### src/rtl/ahb_bus_arbiter.sv
// Two-master arbiter in front of the AHB-lite bridge: data master wins,
// instruction master is guaranteed a slot after STARVE_LIMIT data grants.
module ahb_bus_arbiter #(
    parameter int STARVE_LIMIT = 4,
    parameter int TIMEOUT      = 255
) (
    input  logic        clk,
    input  logic        rst,
    input  logic        m0_req,
    input  logic [31:0] m0_addr,
    input  logic [31:0] m0_din,
    input  logic        m0_wr,
    input  logic [3:0]  m0_ben,
    output logic        m0_addr_ok,
    output logic        m0_data_ok,
    output logic [31:0] m0_dout,
    input  logic        m1_req,
    input  logic [31:0] m1_addr,
    input  logic [31:0] m1_din,
    input  logic        m1_wr,
    input  logic [3:0]  m1_ben,
    output logic        m1_addr_ok,
    output logic        m1_data_ok,
    output logic [31:0] m1_dout,
    output logic        s_req,
    output logic [31:0] s_addr,
    output logic [31:0] s_din,
    output logic        s_wr,
    output logic [3:0]  s_ben,
    input  logic        s_addr_ok,
    input  logic        s_data_ok,
    input  logic [31:0] s_dout,
    output logic        bus_err
);

    typedef enum logic [1:0] {IDLE, ADDR, DATA} state_t;

    state_t      r_state;
    state_t      w_next;
    logic        r_grant;
    logic [3:0]  r_starve;
    logic [7:0]  r_to;
    logic [31:0] r_addr;
    logic [31:0] r_din;
    logic        r_wr;
    logic [3:0]  r_ben;

    logic        w_do_grant;
    logic        w_grant_new;
    logic        w_addr_ok;
    logic        w_data_ok;
    logic [31:0] w_dout;
    logic        w_err;
    logic        w_to_hit;
    logic        w_starved;

    assign w_to_hit  = (r_to == 8'(TIMEOUT - 1));
    assign w_starved = (r_starve == 4'(STARVE_LIMIT));

    always_comb begin
        w_next      = r_state;
        w_do_grant  = 1'b0;
        w_grant_new = 1'b0;
        w_addr_ok   = 1'b0;
        w_data_ok   = 1'b0;
        w_dout      = '0;
        w_err       = 1'b0;
        unique case (r_state)
            IDLE: begin
                if (m0_req || m1_req) begin
                    w_do_grant  = 1'b1;
                    w_grant_new = m1_req && (!m0_req || w_starved);
                    w_next      = ADDR;
                end
            end
            ADDR: begin
                // s_data_ok is deliberately ignored during the address phase
                if (s_addr_ok) begin
                    w_addr_ok = 1'b1;
                    w_next    = DATA;
                end else if (w_to_hit) begin
                    w_addr_ok = 1'b1;
                    w_data_ok = 1'b1;
                    w_err     = 1'b1;
                    w_next    = IDLE;
                end
            end
            DATA: begin
                if (s_data_ok) begin
                    w_data_ok = 1'b1;
                    w_dout    = r_wr ? 32'd0 : s_dout;
                    w_next    = IDLE;
                end else if (w_to_hit) begin
                    w_data_ok = 1'b1;
                    w_err     = 1'b1;
                    w_next    = IDLE;
                end
            end
            default: w_next = IDLE;
        endcase
    end

    always_ff @(posedge clk) begin
        if (rst) begin
            r_state  <= IDLE;
            r_grant  <= 1'b0;
            r_starve <= '0;
            r_to     <= '0;
            r_addr   <= '0;
            r_din    <= '0;
            r_wr     <= 1'b0;
            r_ben    <= '0;
        end else begin
            r_state <= w_next;
            if (w_do_grant) begin
                r_grant <= w_grant_new;
                r_to    <= '0;
                r_addr  <= w_grant_new ? m1_addr : m0_addr;
                r_din   <= w_grant_new ? m1_din  : m0_din;
                r_wr    <= w_grant_new ? m1_wr   : m0_wr;
                r_ben   <= w_grant_new ? m1_ben  : m0_ben;
                if (w_grant_new)
                    r_starve <= '0;
                else if (m1_req && !w_starved)
                    r_starve <= r_starve + 4'd1;
            end else if (r_state != IDLE) begin
                r_to <= r_to + 8'd1;
            end
        end
    end

    assign s_req      = (r_state == ADDR);
    assign s_addr     = r_addr;
    assign s_din      = r_din;
    assign s_wr       = r_wr;
    assign s_ben      = r_ben;
    assign bus_err    = w_err;

    assign m0_addr_ok = w_addr_ok & ~r_grant;
    assign m0_data_ok = w_data_ok & ~r_grant;
    assign m0_dout    = r_grant ? 32'd0 : w_dout;
    assign m1_addr_ok = w_addr_ok & r_grant;
    assign m1_data_ok = w_data_ok & r_grant;
    assign m1_dout    = r_grant ? w_dout : 32'd0;

endmodule

### config.mk
export PLATFORM = sky130hd
export DESIGN_NAME = ahb_bus_arbiter
export DESIGN_NICKNAME = d
export VERILOG_FILES = /design/src/rtl/ahb_bus_arbiter.sv
export SDC_FILE = /design/constraint.sdc
export NUM_CORES = 1
export LEC_CHECK = 0
export ABC_AREA = 1
export ABC_CLOCK_PERIOD_IN_PS = 1800
export CORE_ASPECT_RATIO = 0.8
export CORE_MARGIN = 5
export CORE_UTILIZATION = 34
export CTS_CLUSTER_SIZE = 10
export DETAILED_ROUTE_END_ITERATION = 6
export HOLD_SLACK_MARGIN = 0.05
export PLACE_DENSITY = 0.92
export SYNTH_ARGS = -nofsm -noshare
export SYNTH_HDL_FRONTEND = slang
export SYNTH_SLANG_ARGS = --single-unit
### constraint.sdc
create_clock -name clk -period 1.8 [get_ports clk]
set_clock_uncertainty 0.15 [all_clocks]
set_input_delay 0.18 -clock clk [delete_from_list [all_inputs] [get_ports clk]]
set_output_delay 0.18 -clock clk [all_outputs]
set_load 0.01 [all_outputs]
==> impl_metrics.ini, run 1 <==
[outcome]
outcome = finished with violations
violations = setup timing

[min_path]
worstHoldStart = m0_addr[5]
holdPathStages = 3
hold_path.class = in -> reg
hold_path_end = s_addr[5]

[clock_tree]
cts_tree = yes
clock_path_buffers = 2
path_clk_slew_ns = 0.06
cts_buffers = 9
htree_levels = 3
insertion_delay_ns = 0.33
holdBufCountCts = 0
numClockSinks = 84
cts_root_buffer = clkbuf_16

[sta]
layout_setup_ws_ns = -0.334
max_freq_ghz = 0.469
worst_slew_pin_slew_ns = 0.361
hold_violations = 0
fin_crit_sh_pct = 119
rsz0062_at_grt = true
setup_viol_count_final = 72
maxSlewViolCount = 0
slew_headroom_pct = 75.9
period_minus_slack_ns = 2.13

[critical_path]
r2r_cells = 9
crit_chain = inv_2 -> ha_4 -> nand2_4 -> or2_4 -> clkbuf_16 -> nor3_1 -> buf_2
timing.rr.start = r_state[1]
critPathKind = reg -> out
worstSetupStartpoint = r_state[0]
max_stage_delay_ns = 0.32
start_kind = flop
crit_family = simple AND/OR/NAND/NOR gates
cp.required_ns = 1.47
rrSetupSlack_ns = -0.02
cp_slowest_cell = dfxtp_2
r2r-end = s_addr[9]
path_buf_inv = 3
critPathCaptureType = primary output
cp_max_fo = 11
cp.arrival_ns = 1.80

[detailed_routing]
viasPerCell = 4.98
drtIter0Drc = 241
via_count = 5627
drt_pre_antenna_iters = 4
wl_mm = 20.3
avgRoutedWirePerCell_um = 17.9
drc = 0
ant_nets = 0

[synth]
synth_top_area_share_pct = 40.5
ys_types = 25
synthesis.area_um2 = 4150
seq_area_frac_synth_pct = 40.5
syn-num-nets = 800
synth_warnings = 0
yosysMostFrequentCell = nand2_1
syn_inst = 616
yosysTopAreaCell = dfxtp_1
avgSynthCellArea_um2 = 6.74
synth_common_cells = nand2_1 (104), nor2_1 (90), dfxtp_1 (84), o21ai_0 (72), o21ai_1 (70)
synth_area_leaders = dfxtp_1 (40%), nand2_1 (9.4%), o21ai_0 (8.7%)
synth-seq-cells = 84
synth_edf_count = 0
ys_async_sr_fraction_pct = 0
ys.flop_type = dfxtp_1

[final_layout]
final_core_util_pct = 72.3
layout-drive-gt1-share_pct = 25.6
fin_nets = 1156
area_delta_synth_final_pct = 110

[power]
finalPower_uw = 5730
power.share.switching_pct = 29.3
cell_internal_pwr_uw = 4060
comb_power_share_pct = 32.4
cellLeakagePower_uw = 0.00370
p_sw_uw = 1680
pwr-share-seq_pct = 37.4
power.share.clock_pct = 30.2
ir_drop_mv = 0.792
power_density_nw_per_um2 = 657

[die]
die_w_um = 134
ioPinCount = 315
die_area_um2 = 14500
start_util_pct = 34.4
core_area_um2 = 12100
die_h_um = 109
row_count = 36

[placed_design]
place.gp.congestion = 0.888
port-buffer-count = 314
post-dp-hpwl_mm = 13.7
place_worst_setup_slack_ns = -0.539

[flow_run]
cap_violations = 0

[global_route]
grt_util_all_layers_pct = 22.5
first_global_vias = 5212
grt_max_degree = 41
gr-total-overflow = 0
antenna_found_initial = 1
grt_pass1_wl_mm = 25.9
## through the flow
stage / hold slack (ns) / cells / TNS, ns / area (µm²)
after floorplan: 0.191 / 616 / -1.29 / 4150
after global placement: 0.284 / 1080 / -31.30 / 7670
after detailed placement: 0.284 / 1080 / -35.78 / 7670
after CTS: 0.283 / 1103 / -15.33 / 7940
after global routing: 0.294 / 1130 / -24.68 / 8720
final: 0.288 / 1130 / -15.21 / 8720
## cell usage in the layout (no fill, tap or decap), types with 4 or more instances in the layout
cell type	count
a21oi_1	8
buf_12	10
buf_2	67
buf_4	38
buf_6	12
clkbuf_16	22
clkdlybuf4s50_1	244
clkinvlp_4	4
dfxtp_1	77
dfxtp_2	7
ha_1	4
ha_4	4
inv_1	46
nand2_1	97
nand2_2	5
nand3_1	4
nor2_1	85
nor3_1	14
nor3_2	40
nor3_4	15
o21ai_0	45
o21ai_1	95
## power groups by stage
stage               Sequential, µW  Combinational (µW)  Clock [µW]
global placement              2170                1530           0
global route                  2170                1980        1830
finish                        2150                1850        1730
floorplan                     2260                 485           0
detailed placement            2180                1560           0
CTS                           2150                1610        1760
## registers in the layout, summed over array words and instances, names as in the netlist
name      count
r_to          8
s_addr       32
s_din        32
s_wr          1
r_grant       1
r_state       2
r_starve      4
s_ben         4
## layer usage
metal  vias to the layer above  wire (µm)  GRT usage [%]
met4                         0        669           8.00
met5                         -          0              0
met2                       237      10600           44.7
met3                        40       1650           8.53
li1                       2727          -              -
met1                      2623       7290           21.2
## kinds of logic (layout without fill, tap and decap cells)
| family | after synthesis | after routing | synth area share (%) |
|---|---|---|---|
| XOR/XNOR | 3 | 3 | 0.633 |
| other | 0 | 1 | 0 |
| flip-flops | 84 | 84 | 40.5 |
| AND/OR/NAND/NOR | 273 | 274 | 27.6 |
| adder cells (fa/ha/maj) | 8 | 8 | 2.41 |
| AO/OA/AOI/OAI | 151 | 151 | 18.2 |
| buffers and inverters | 97 | 457 | 10.6 |
## final cells by class
cell class	count	area [µm²]
sequential	84	1690
inverter	53	216
timing repair buffer	388	3820
fill	896	3350
clock inverter	6	40.0
multi-input combinational	436	2530
tap	152	190
antenna	1	2.50
clock buffer	10	239
## what timing repair did
item / 4_1_cts / 5_1_grt
setup endpoints to repair: 136 / 143
gates cloned: 4 / 18
gates resized for setup: 340 / 107
buffers inserted: 5 / 10
pin swaps: 10 / 22
## tightest hold or removal path, delay by kind of cell
kind | cells | cell delay [ns]
buffers and inverters | 1 | 0.39
and+or+nand+nor | 1 | 0.10
AOI/OAI and AO/OA | 1 | 0.06
## worst max path at each step
stage,to,slack [ns],cells after the start
final,m1_dout[28],-0.33,7
after global placement,m1_dout[18],-0.48,6
after CTS,m1_dout[1],-0.27,7
after detailed placement,m0_dout[27],-0.54,6
after floorplan,m0_dout[10],-0.02,7
after global routing,m0_dout[31],-0.40,7
(Power assumes the default switching activity.)
==> inputs of run 2 (changes only) <==
==> constraint.sdc (replaced) <==
create_clock -name clk -period 1.8 [get_ports clk]
set_clock_uncertainty 0.15 [all_clocks]
set_input_delay 0.18 -clock clk [delete_from_list [all_inputs] [get_ports clk]]
set_output_delay 0.18 -clock clk [all_outputs]
set_load 0.02 [all_outputs]
==> impl_metrics.ini, run 2 (same netlist as run 1, synthesis figures left out) <==
[critical_path]
start_kind = flop
crit_family = simple AND/OR/NAND/NOR gates
cp.arrival_ns = 1.80
cp_slowest_cell = or2_4
timing.rr.start = r_state[1]
path_buf_inv = 3
max_stage_delay_ns = 0.33
rrSetupSlack_ns = -0.31
path_depth = 7
r2r-end = s_din[28]
r2r_cells = 11
cp_max_fo = 9
crit_chain = inv_2 -> ha_4 -> nand2_4 -> or2_4 -> buf_12 -> nor3_4 -> buf_6
critPathKind = reg -> out
cp.required_ns = 1.47
critPathCaptureType = primary output

[die]
row_count = 36
die_h_um = 109
die_w_um = 134
die_area_um2 = 14500
ioPinCount = 315
core_area_um2 = 12100
start_util_pct = 34.4

[detailed_routing]
via_count = 6428
avgRoutedWirePerCell_um = 23.3
viasPerCell = 5.53
drt_pre_antenna_iters = 5
ant_nets = 0
wl_mm = 27.1
drc = 0
drtIter0Drc = 406

[power]
ir_drop_mv = 0.638
power_density_nw_per_um2 = 643
finalPower_uw = 6830
cellLeakagePower_uw = 0.00425

[global_route]
antenna_found_initial = 3
grt_pass1_wl_mm = 30.1
gr-total-overflow = 0
first_global_vias = 5575
grt_max_degree = 37
grt_util_all_layers_pct = 26.4

[placed_design]
port-buffer-count = 314
post-dp-hpwl_mm = 14.5
place_worst_setup_slack_ns = -0.584
place.gp.congestion = 0.824
postPlaceCellArea_um2 = 8450

[flow_run]
cap_violations = 0

[clock_tree]
insertion_delay_ns = 0.34
cts_tree = yes
path_clk_slew_ns = 0.06
htree_levels = 3
cts_root_buffer = clkbuf_16
cts_buffers = 9
clock_path_buffers = 2
numClockSinks = 84
holdBufCountCts = 0

[sta]
worst_slew_pin_slew_ns = 0.403
fin_crit_sh_pct = 118
rsz0062_at_grt = true
hold_violations = 0
max_freq_ghz = 0.470
maxSlewViolCount = 0
period_minus_slack_ns = 2.13
setup_viol_count_final = 143
layout_setup_ws_ns = -0.327
slew_headroom_pct = 73.1
tns_ns = -26.21

[final_layout]
multiInputGateArea_um2 = 3450
fin_nets = 1187
final_common_cell = clkdlybuf4s50_1
fin_area_um2 = 10600
area_delta_synth_final_pct = 156
nFillCells = 505
final_core_util_pct = 88.0
layout-drive-gt1-share_pct = 40.8
regArea_um2 = 1690
layout_common_cells = clkdlybuf4s50_1 (243), nand2_1 (94), buf_6 (88)

[outcome]
violations = setup timing
outcome = finished with violations

[min_path]
hold_path_end = s_din[13]
hold_path.class = reg -> reg
holdPathStages = 2
worstHoldStart = s_din[13]
## run 2: cell types whose count changed in the layout (fill, tap and decap cells not counted), sizes merged, moves of 2 or more
cell / delta
buf: +25
bufinv: +2
clkbuf: +6
clkinvlp: -3
diode: +2
## run 2: what timing repair did
action	CTS	global route
buffers inserted	11	18
pin swaps	14	50
endpoints found under the setup margin	139	125
resized for setup	457	286
cloned	6	28
## run 2: area by class of cell
class / count / area share, %
Antenna cell: 3 / 0.0707
Clock buffer: 11 / 2.29
Clock inverter: 5 / 0.801
Inverter: 53 / 2.21
Multi-Input combinational cell: 437 / 32.5
Sequential cell: 84 / 15.9
Tap cell: 152 / 1.79
Timing Repair Buffer: 417 / 44.3
Timing Repair inverter: 1 / 0.153
## run 2: where the power goes
part,total [µW],internal [µW],switching [µW]
Combinational,2560,1270,1290
Clock,2100,1260,834
Sequential,2170,2050,121
## run 2: how the worst max path moves through the flow
stage                    start     endpoint  slack (ns)
finish              r_state[0]  m1_dout[15]       -0.33
global route        r_state[0]  m1_dout[15]       -0.38
CTS                 r_state[0]   m0_dout[3]       -0.31
detailed placement   s_data_ok  m0_dout[31]       -0.58
global placement     s_data_ok  m1_dout[11]       -0.52
floorplan           r_state[0]  m0_dout[10]       -0.05
## run 2: routing by layer
layer	share of wire [%]	track usage (%)	up-vias
li1	-	-	2812
met4	5.6	9.99	0
met2	52	51.1	449
met5	0	0	-
met1	34	27.0	3051
met3	8.6	7.61	116
## run 2: worst register-to-register path: stages, from the launching register on
cell	delay (ns)
dfxtp_2	0.33
buf_4	0.13
buf_6	0.12
inv_6	0.06
ha_4	0.17
inv_4	0.06
nor3_4	0.22
buf_6	0.16
buf_8	0.13
clkbuf_16	0.16
o21ai_0	0.12
o21ai_1	0.21
## run 2: stage by stage
stage,instances,hold WS (ns)
2_1_floorplan,616,0.191
3_3_place_gp,1088,0.283
3_5_place_dp,1088,0.295
4_1_cts,1120,0.292
5_1_grt,1163,0.311
6_report,1163,0.304
